[src/rtl/tx_gearbox_66to12.sv]
// 66-to-12 bit TX gearbox feeding the write side of the clock-crossing FIFO.
// Accumulates encoded blocks and emits one FIFO word per cycle while idle_wr allows.
module tx_gearbox_66to12 #(
    parameter int IN_WIDTH   = 66,
    parameter int OUT_WIDTH  = 12,
    parameter int UCNT_WIDTH = 16
) (
    input  logic                  clk_wr,
    input  logic                  reset_n_wr,
    input  logic                  in_enable,
    input  logic                  blk_valid,
    input  logic [IN_WIDTH-1:0]   blk_data,
    output logic                  blk_ready,
    input  logic                  idle_wr,
    output logic                  en_wr,
    output logic [OUT_WIDTH-1:0]  data_wr,
    output logic                  started,
    output logic [UCNT_WIDTH-1:0] underrun_cnt
);

    localparam int BUF_W = IN_WIDTH + OUT_WIDTH;
    localparam int CNT_W = $clog2(BUF_W + 1);

    localparam logic [CNT_W-1:0] OUT_C = CNT_W'(OUT_WIDTH);
    localparam logic [CNT_W-1:0] IN_C  = CNT_W'(IN_WIDTH);

    // Valid bits live in acc_buf[cnt-1:0]; everything above cnt is kept zero
    logic [BUF_W-1:0] acc_buf;
    logic [BUF_W-1:0] acc_buf_d;
    logic [BUF_W-1:0] shifted;
    logic [BUF_W-1:0] blk_ext;
    logic [CNT_W-1:0] cnt;
    logic [CNT_W-1:0] cnt_d;
    logic [CNT_W-1:0] base;

    logic acc;
    logic emit;
    logic starve;
    logic ucnt_full;

    assign blk_ready = in_enable & (cnt <= OUT_C);
    assign acc       = blk_valid & blk_ready;
    assign emit      = in_enable & idle_wr & (cnt >= OUT_C);
    assign starve    = in_enable & started & idle_wr & (cnt < OUT_C);
    assign ucnt_full = &underrun_cnt;

    // Drop the emitted word, then append an accepted block above the remainder
    always_comb begin
        shifted   = acc_buf;
        base      = cnt;
        blk_ext   = {{OUT_WIDTH{1'b0}}, blk_data};
        if (emit) begin
            shifted = acc_buf >> OUT_WIDTH;
            base    = cnt - OUT_C;
        end
        acc_buf_d = shifted;
        cnt_d     = base;
        if (acc) begin
            acc_buf_d = shifted | (blk_ext << base);
            cnt_d     = base + IN_C;
        end
    end

    // State and registered FIFO write port; in_enable low freezes all but en_wr
    always_ff @(posedge clk_wr or negedge reset_n_wr) begin
        if (!reset_n_wr) begin
            acc_buf      <= '0;
            cnt          <= '0;
            en_wr        <= 1'b0;
            data_wr      <= '0;
            started      <= 1'b0;
            underrun_cnt <= '0;
        end else if (in_enable) begin
            acc_buf <= acc_buf_d;
            cnt     <= cnt_d;
            en_wr   <= emit;
            if (emit) begin
                data_wr <= acc_buf[OUT_WIDTH-1:0];
            end
            if (acc) begin
                started <= 1'b1;
            end
            if (starve && !ucnt_full) begin
                underrun_cnt <= underrun_cnt + 1'b1;
            end
        end else begin
            en_wr <= 1'b0;
        end
    end

endmodule

[config.mk]
export PLATFORM = sky130hd
export DESIGN_NAME = tx_gearbox_66to12
export DESIGN_NICKNAME = d
export VERILOG_FILES = /design/src/rtl/tx_gearbox_66to12.sv
export SDC_FILE = /design/constraint.sdc
export NUM_CORES = 1
export LEC_CHECK = 0
export ABC_AREA = 1
export ABC_CLOCK_PERIOD_IN_PS = 2400
export CAP_MARGIN = 20
export CORE_UTILIZATION = 58
export CTS_CLUSTER_SIZE = 30
export DETAILED_ROUTE_END_ITERATION = 10
export PLACE_DENSITY = 0.89
export SLEW_MARGIN = 20
export SYNTH_ARGS = -nofsm -noshare
export SYNTH_HDL_FRONTEND = slang
export SYNTH_SLANG_ARGS = --single-unit
[constraint.sdc]
create_clock -name clk_wr -period 2.4 [get_ports clk_wr]
set_input_delay 0.48 -clock clk_wr [delete_from_list [all_inputs] [get_ports clk_wr]]
set_output_delay 0.48 -clock clk_wr [all_outputs]
set_load 0.005 [all_outputs]
=== Yosys cells after proc, flatten, opt, wreduce, memory -nomap -nowiden ===
Index checks and enable logic that the tools add are counted.

* Bits in read-only memories: 0
* Bits in writable memories: 0
* Flip-flop bits (word level): 115
* Latch bits: 0
* Memories kept: 0
* Bits of input ports: 71
* Word-level logic and storage cells: 32

* Add/sub/neg operators: 3
* Reduce and logical (&&, ||, !) cells: 6
* Equality and inequality tests: 0
* Shift operators: 1
* Bitwise operators: 8
* Multiply operators: 0
* Multiplexer cells: 5
* Magnitude comparators: 3
* Div/mod/pow operators: 0

{| class="wikitable"
|+ Operators with widths
! cell !! count
|-
| $mux 78 || 2
|-
| $or 78x78->78 || 1
|-
| $shl 66x7->78 || 1
|-
| $add 16x1->16 const B || 1
|-
| $reduce_and 16->1 || 1
|-
| $mux 7 || 2
|-
| $add 7x7->7 const B || 1
|-
| $and 1x1->1 || 7
|-
| $ge 7x4->1 const B || 1
|-
| $le 7x4->1 const B || 1
|-
| $lt 7x4->1 const B || 1
|-
| $sub 7x4->7 const B || 1
|-
| $reduce_and 2->1 || 3
|-
| $logic_and 1x1->1 || 1
|-
| $logic_not 1->1 || 1
|-
| $mux 1 || 1
|}

=== Logic depth before layout (Yosys ltp) ===
Gate-level depths: netlist of run 1.

* Depth in word-level cells: 6
* Mapped depth: 16
* Mapped depth without buffers: 16

=== Least setup slack after synthesis of run 1 ===
OpenSTA, ideal clock, no wires.

* Kind: input -> register
* Start: input port in_enable
* End: register acc_buf[12]
* Setup slack: 0.528 ns
* Required time: 2.313 ns
* Stages on the path: 8
* Arrival time: 1.785 ns
* Cell sequence: nand2_1 > inv_2 > nand4_1 > xor2_1 > buf_2 > buf_1 > nand4_1 > o211ai_1

* Longest elaborated chain between the ends: 6

{| class="wikitable"
|+ Ends and longest elaborated chain
! what !! line !! RTL
|-
| start, declared || 10 || <nowiki>input logic in_enable,</nowiki>
|-
| $and 1x1->1 (2 in a row) || 43 || <nowiki>assign emit = in_enable & idle_wr & (cnt >= OUT_C);</nowiki>
|-
| $mux 7 || 52 || <nowiki>if (emit) begin</nowiki>
|-
| $shl 66x7->78 || 59 || <nowiki>acc_buf_d = shifted | (blk_ext << base);</nowiki>
|-
| $or 78x78->78 || 59 ||
|-
| $mux 78 || 58 || <nowiki>if (acc) begin</nowiki>
|-
| end signal, assigned || 74 || <nowiki>acc_buf <= acc_buf_d;</nowiki>
|-
| end, declared || 28 || <nowiki>logic [BUF_W-1:0] acc_buf;</nowiki>
|}

Several ways; a longest one is shown, not always the timed one.
A chain may end at the register's enable or synchronous reset.

=== Final worst setup path of run 1 ===
* Start: register cnt[6]
* End: output port blk_ready

* Longest elaborated chain between the ends: 2

{| class="wikitable"
|+ Ends and longest elaborated chain
! what !! line !! RTL
|-
| start, declared || 32 || <nowiki>logic [CNT_W-1:0] cnt;</nowiki>
|-
| start signal, assigned || 75 || <nowiki>cnt <= cnt_d;</nowiki>
|-
| $le 7x4->1 || 41 || <nowiki>assign blk_ready = in_enable & (cnt <= OUT_C);</nowiki>
|-
| $and 1x1->1 || 41 ||
|-
| end, declared || 13 || <nowiki>output logic blk_ready,</nowiki>
|}

No other way between the ends.

==> reports/results.ini, run 1 <==
[run_status]
outcome=finished, violations left
violations=DRC

[finish]
syn_to_final_growth_pct=26.44
drive_gt1_share_pct=9.567
final_cell_area_um2=11060
fin_nets=1587
postLayoutCoreUtil_pct=75.51
diodes=0

[placed_design]
place_congestion=0.9921
io_buffers=101
placed_area_um2=10400
dp_hpwl_um=21720

[cts]
clk_path_buf_depth=2
cts_tree=done
insertion_delay_ns=0.43
cts_sinks=114
clockRootBuffer=clkbuf_16
clk_pin_slew_worst_paths_ns=0.06
cts_buffers=17
postCtsHoldBufs=0
htree_num_levels=4

[pwr]
p_int_mw=7.468
vdd_drop_max_mv=0.8250
power_frac_comb_pct=61.3
p_per_area_nw_per_um2=1318
swShare_pct=48.77
switchingPower_mw=7.110
share_seq_of_total_power_pct=19.8
p_leak_nw=5.360
power.share.clock_pct=18.8

[sta]
tightest_slew_ns=0.5497
hold_violations=0
fmax_ghz=0.4370
maxSlewHeadroom_pct=63.36
slew_violations=0
skew_ns=0.008284
period_minus_slack_ns=2.288
finalSetupViolCount=0
post-route-period-util_pct=95.35

[route]
drtPass1Iterations=11
ant_nets=0
wl_um=31100
vias_per_cell=5.985
drc=14
drt_first_iter_violations=1053
wire_per_inst_um=18.19
detailroute.via_count=10234

[die]
start_util_pct=59.72
die_w_um=124.8
dieArea_um2=15570
row_count=44
ios=102
die_h_um=124.8
coreArea_um2=14640

[min_path]
hold_class=primary input to asynchronous set/reset pin

[synthesis]
synth-edff-count=0
syn_nets=1474
synthCells=1400
ys_top_cells_by_count=nand2_1, nand3_1, dfrtp_1, o21ai_0, inv_1
ys_async_sr_fraction_pct=100.0
synthTopCellsByArea=dfrtp_1, nand2_1, nand3_1
synth_largest_area_cell=dfrtp_1
ys_seq_area_share_pct=32.62
synth_area_um2=8746
ys.warnings.count=0
synth_ff_type=dfrtp_1
synth_cell_type_count=45
synth_top_cell_area_share_pct=32.62
yosysMostFrequentCell=nand2_1
avgSynthCellArea_um2=6.247
ys_ff_latch=114

[worst_setup_path]
required_ns=1.92
end_kind=primary output
cp_data_arrival_time_ns=1.81
cp-start-kind=flip-flop
critical_path.max_fanout=3
worstSetupPathType=flip-flop to primary output
rr_worst_depth=11

[global_routing]
grt_pass1_wl_um=50100
grt_use_total_pct=41.53
grt_max_degree=103
grt_overflow=0
antenna_found_initial=1
grt_pass1_vias=9812

[run]
drv_cap=0

critical path: stages (launching register included):
cell	delay, ns
dfrtp_1	0.47
nor2_4	0.20
o2111ai_1	0.12
inv_1	0.09
clkdlybuf4s50_1	0.50
what timing repair did:
action	4_1_cts	5_1_grt
endpoints found under the setup margin	0	7
buffers inserted	0	0
resized for setup	0	10
hold endpoints to repair	0	0
final timing paths:
| path | start | endpoint | slack (ns) |
|---|---|---|---|
| setup reg to reg | cnt[6] | acc_buf[46] | 0.14 |
| hold / removal | reset_n_wr | underrun_cnt[6] | 0.04 |
| max in group asynchronous | reset_n_wr | acc_buf[9] | 1.73 |
| min in group clk_wr | acc_buf[8] | data_wr[8] | 0.47 |
| setup / recovery | cnt[6] | blk_ready | 0.11 |
| hold reg to reg | acc_buf[8] | data_wr[8] | 0.47 |
metal layers:
| layer | global-route usage, % | up-vias | part of all wire [%] |
|---|---|---|---|
| li1 | - | 4836 | - |
| met1 | 47.60 | 4634 | 37 |
| met2 | 70.56 | 599 | 49 |
| met3 | 6.100 | 165 | 7.2 |
| met4 | 30.86 | 0 | 7.3 |
| met5 | 0 | - | 0 |
power groups by stage:
stage	registers (mW)	clock network, mW	logic [mW]
finish	2.89	2.75	8.94
floorplan	2.79	0	5.56
global route	2.94	2.83	9.77
global placement	2.85	0	8.48
detailed placement	2.88	0	8.54
CTS	2.87	2.73	8.66
registers in the layout, indices dropped and copies added (netlist names):
name and count:
data_wr 12, underrun_cnt 16, started 1, en_wr 1, cnt 6, acc_buf 78
cell usage in the layout, fill, tap and decap left out, types with 7 or more instances in the layout:
cell / instances
nand2_1: 537
nand3_1: 196
dfrtp_1: 113
clkdlybuf4s50_1: 100
o21ai_0: 97
inv_1: 93
buf_4: 69
nor2_1: 63
nand4_1: 31
a21oi_1: 31
o21bai_1: 19
clkbuf_16: 17
o211ai_1: 15
xor2_1: 14
buf_12: 14
o21ai_1: 12
nor3_1: 10
a31oi_1: 8
nand2_2: 7
logic make-up after synthesis:
family | after synthesis | share of synthesized area [%]
multiplexers | 2 | 0.2432
flip-flops | 114 | 32.62
AO/OA/AOI/OAI | 211 | 14.16
XOR/XNOR | 18 | 1.803
buffers and inverters | 192 | 9.042
AND/OR/NAND/NOR | 860 | 41.70
adder cells (fa/ha/maj) | 3 | 0.4292
layout make-up:
class                   count  area (µm²)
clock buffers              17       425.4
clock inverters            15       206.4
repair buffers            186        1833
multi-input cells        1094        5134
inverters                 100       375.4
fillers                  1130        3586
flip-flops and latches    114        2854
well taps                 184       230.2
per-stage QoR:
step | std cells | hold WS, ns | setup slack (ns) | power, mW | TNS (ns)
3_3_place_gp | 1678 | 0.4504 | -0.1843 | 11.33 | -2.846
5_1_grt | 1710 | 0.08517 | -0.006899 | 15.54 | -0.006899
2_1_floorplan | 1400 | 0.1844 | 0.5278 | 8.353 | 0
4_1_cts | 1710 | 0.06661 | 0.1342 | 14.26 | 0
6_report | 1710 | 0.03654 | 0.1115 | 14.58 | 0
3_5_place_dp | 1678 | 0.4555 | -0.1897 | 11.42 | -4.326
No activity file was read; power rests on OpenSTA's default activity.
==> inputs of run 2 (changes only) <==
--- a/config.mk
+++ b/config.mk
@@ -8,6 +8,7 @@
 export ABC_AREA = 1
 export ABC_CLOCK_PERIOD_IN_PS = 2400
 export CAP_MARGIN = 20
+export CORE_MARGIN = 4
 export CORE_UTILIZATION = 58
 export CTS_CLUSTER_SIZE = 30
 export DETAILED_ROUTE_END_ITERATION = 10
==> reports/results.ini, run 2 (same netlist as run 1, synthesis figures left out) <==
[global_routing]
grt_pass1_vias=9599  ; -2.2%
grt_pass1_wl_um=46640  ; -6.9%
antenna_found_initial=0  ; -1
grt_use_total_pct=35.21  ; -6.3 points
grt_overflow=0  ; unchanged
grt_max_degree=103  ; unchanged

[route]
wire_per_inst_um=17.43  ; -4.2%
detailroute.via_count=10168  ; -0.64%
vias_per_cell=5.925  ; -0.99%
drc=0  ; -14
ant_nets=0  ; unchanged
wl_um=29900  ; -3.9%
drtPass1Iterations=7  ; -4
drt_first_iter_violations=1099  ; +4.4%

[die]
dieArea_um2=17110  ; +9.8%
row_count=44  ; unchanged
ios=102  ; unchanged
start_util_pct=59.72  ; unchanged
coreArea_um2=14640  ; unchanged
die_w_um=130.8  ; +4.8%
die_h_um=130.8  ; +4.8%

[sta]
hold_violations=0  ; unchanged
period_minus_slack_ns=2.312  ; +0.02364 ns
maxSlewHeadroom_pct=61.52  ; -1.8 points
rsz0062_at_grt=yes
fmax_ghz=0.4325  ; -1.0%
post-route-period-util_pct=96.34  ; +0.99 points
finalSetupViolCount=0  ; unchanged
slew_violations=0  ; unchanged
fin_tns_setup_ns=0  ; unchanged
skew_ns=0.01659  ; +0.008306 ns
tightest_slew_ns=0.5772  ; +0.02750 ns

[worst_setup_path]
required_ns=1.92  ; about the same
worstSetupPathType=flip-flop to primary output
end_kind=primary output
cp_data_arrival_time_ns=1.83  ; +0.02 ns
r2r_start=cnt[6]
path_delay_family=buffers and inverters
path_buf_inv=4  ; +2
r2r_slack_ns=0.18  ; +0.04 ns
r2r-end=acc_buf[32]
cp_slowest_cell=clkdlybuf4s50_1
critical_path.max_fanout=27  ; +24
critical_path.max_stage_delay_ns=0.44  ; -0.06 ns
cp-start-kind=flip-flop
path_cells=clkinvlp_4 -> buf_12 -> o2111ai_1 -> inv_1 -> clkdlybuf4s50_1
rr_worst_depth=11  ; unchanged

[finish]
syn_to_final_growth_pct=27.04
final_common_cell=nand2_1
diodes=0  ; unchanged
fin_nets=1594  ; +0.44%
drive_gt1_share_pct=9.987  ; +0.42 points
reg_top3=acc_buf: 78 flops, underrun_cnt: 16 flops, data_wr: 12 flops
finalNonFillerCells=1716  ; +0.35%
top_register=acc_buf
final_cell_mix=nand2_1, nand3_1, dfrtp_1, clkdlybuf4s50_1, o21ai_0
largest_register_ffs=78  ; unchanged
n_fill_cell=1154  ; +2.1%

[min_path]
hold_class=primary input to asynchronous set/reset pin

[placed_design]
io_buffers=101  ; unchanged
dpl.cell_count=1683  ; +0.30%
place_congestion=0.9695  ; -2.3%
dp_hpwl_um=21610  ; -0.50%

[pwr]
vdd_drop_max_mv=0.7581  ; -8.1%
p_per_area_nw_per_um2=1293  ; -1.9%
p_leak_nw=5.370  ; +0.20%

[cts]
htree_num_levels=4  ; unchanged
cts_sinks=114  ; unchanged
cts_buffers=17  ; unchanged
clk_pin_slew_worst_paths_ns=0.06  ; about the same
clk_path_buf_depth=2  ; unchanged
clockRootBuffer=clkbuf_16
postCtsHoldBufs=0  ; unchanged
cts_tree=done
insertion_delay_ns=0.43  ; about the same

[run]
drv_cap=0  ; unchanged

[run_status]
outcome=completed

-- run 2: changes by cell type in the layout (fill, tap and decap cells not counted), moves of 2 or more --
cell and change:
buf_12 +4, clkbuf_8 +4, bufinv_16 -3, clkinvlp_4 +5, clkinv_2 -2, clkinv_4 -3
nor2_2 -2, buf_6 -3, nor2_1 +2, buf_4 +5
-- run 2: layout make-up --
cell class	instances	area, µm²	share of cell area [%]
Multi-Input combinational cell	1094	5122	46.10
Sequential cell	114	2855	25.70
Timing Repair Buffer	193	1942	17.48
Clock buffer	21	480.5	4.324
Inverter	100	379.1	3.412
Tap cell	184	230.2	2.072
Clock inverter	10	101.3	0.9122
-- run 2: metrics by stage --
step / hold WS (ns) / cell area (µm²) / util, % / power, mW / setup WS, ns
2_1_floorplan: 0.1844 / 8746 / - / 8.353 / 0.5278
3_3_place_gp: 0.4576 / 10490 / 71.60 / 11.36 / -0.1529
3_5_place_dp: 0.4674 / 10490 / 71.60 / 11.50 / -0.2017
4_1_cts: 0.06309 / 11070 / 75.57 / 14.07 / 0.05179
5_1_grt: 0.09032 / 11110 / 75.87 / 15.39 / -0.01316
6_report: 0.05768 / 11110 / 75.87 / 14.37 / 0.08788
-- run 2: timing repair --
item	in CTS	in global routing
buffers inserted	0	1
gates resized for setup	0	6
endpoints found under the hold margin	0	0
setup endpoints to repair	0	5
-- run 2: worst max-delay path by stage --
| stage | from | endpoint | slack (ns) | cells after the start |
|---|---|---|---|---|
| finish | cnt[1] | blk_ready | 0.09 | 5 |
| global route | cnt[6] | acc_buf[74] | -0.01 | 15 |
| CTS | cnt[1] | blk_ready | 0.05 | 5 |
| detailed placement | in_enable | acc_buf[72] | -0.20 | 15 |
| global placement | in_enable | acc_buf[72] | -0.15 | 15 |
| floorplan | in_enable | acc_buf[12] | 0.53 | 8 |
-- run 2: routing by layer --
metal  track usage [%]  up-vias  share of wire (%)
met3             6.545      154                6.9
met5                 0        -                  0
li1                  -     4856                  -
met2             59.71      513                 48
met4             24.80        0                7.3
met1             39.87     4645                 38
-- run 2: power breakdown --
group	switching, mW	total, mW	internal [mW]
sequential	0.390	2.89	2.50
combinational	5.68	9.03	3.35
clock	0.923	2.45	1.53
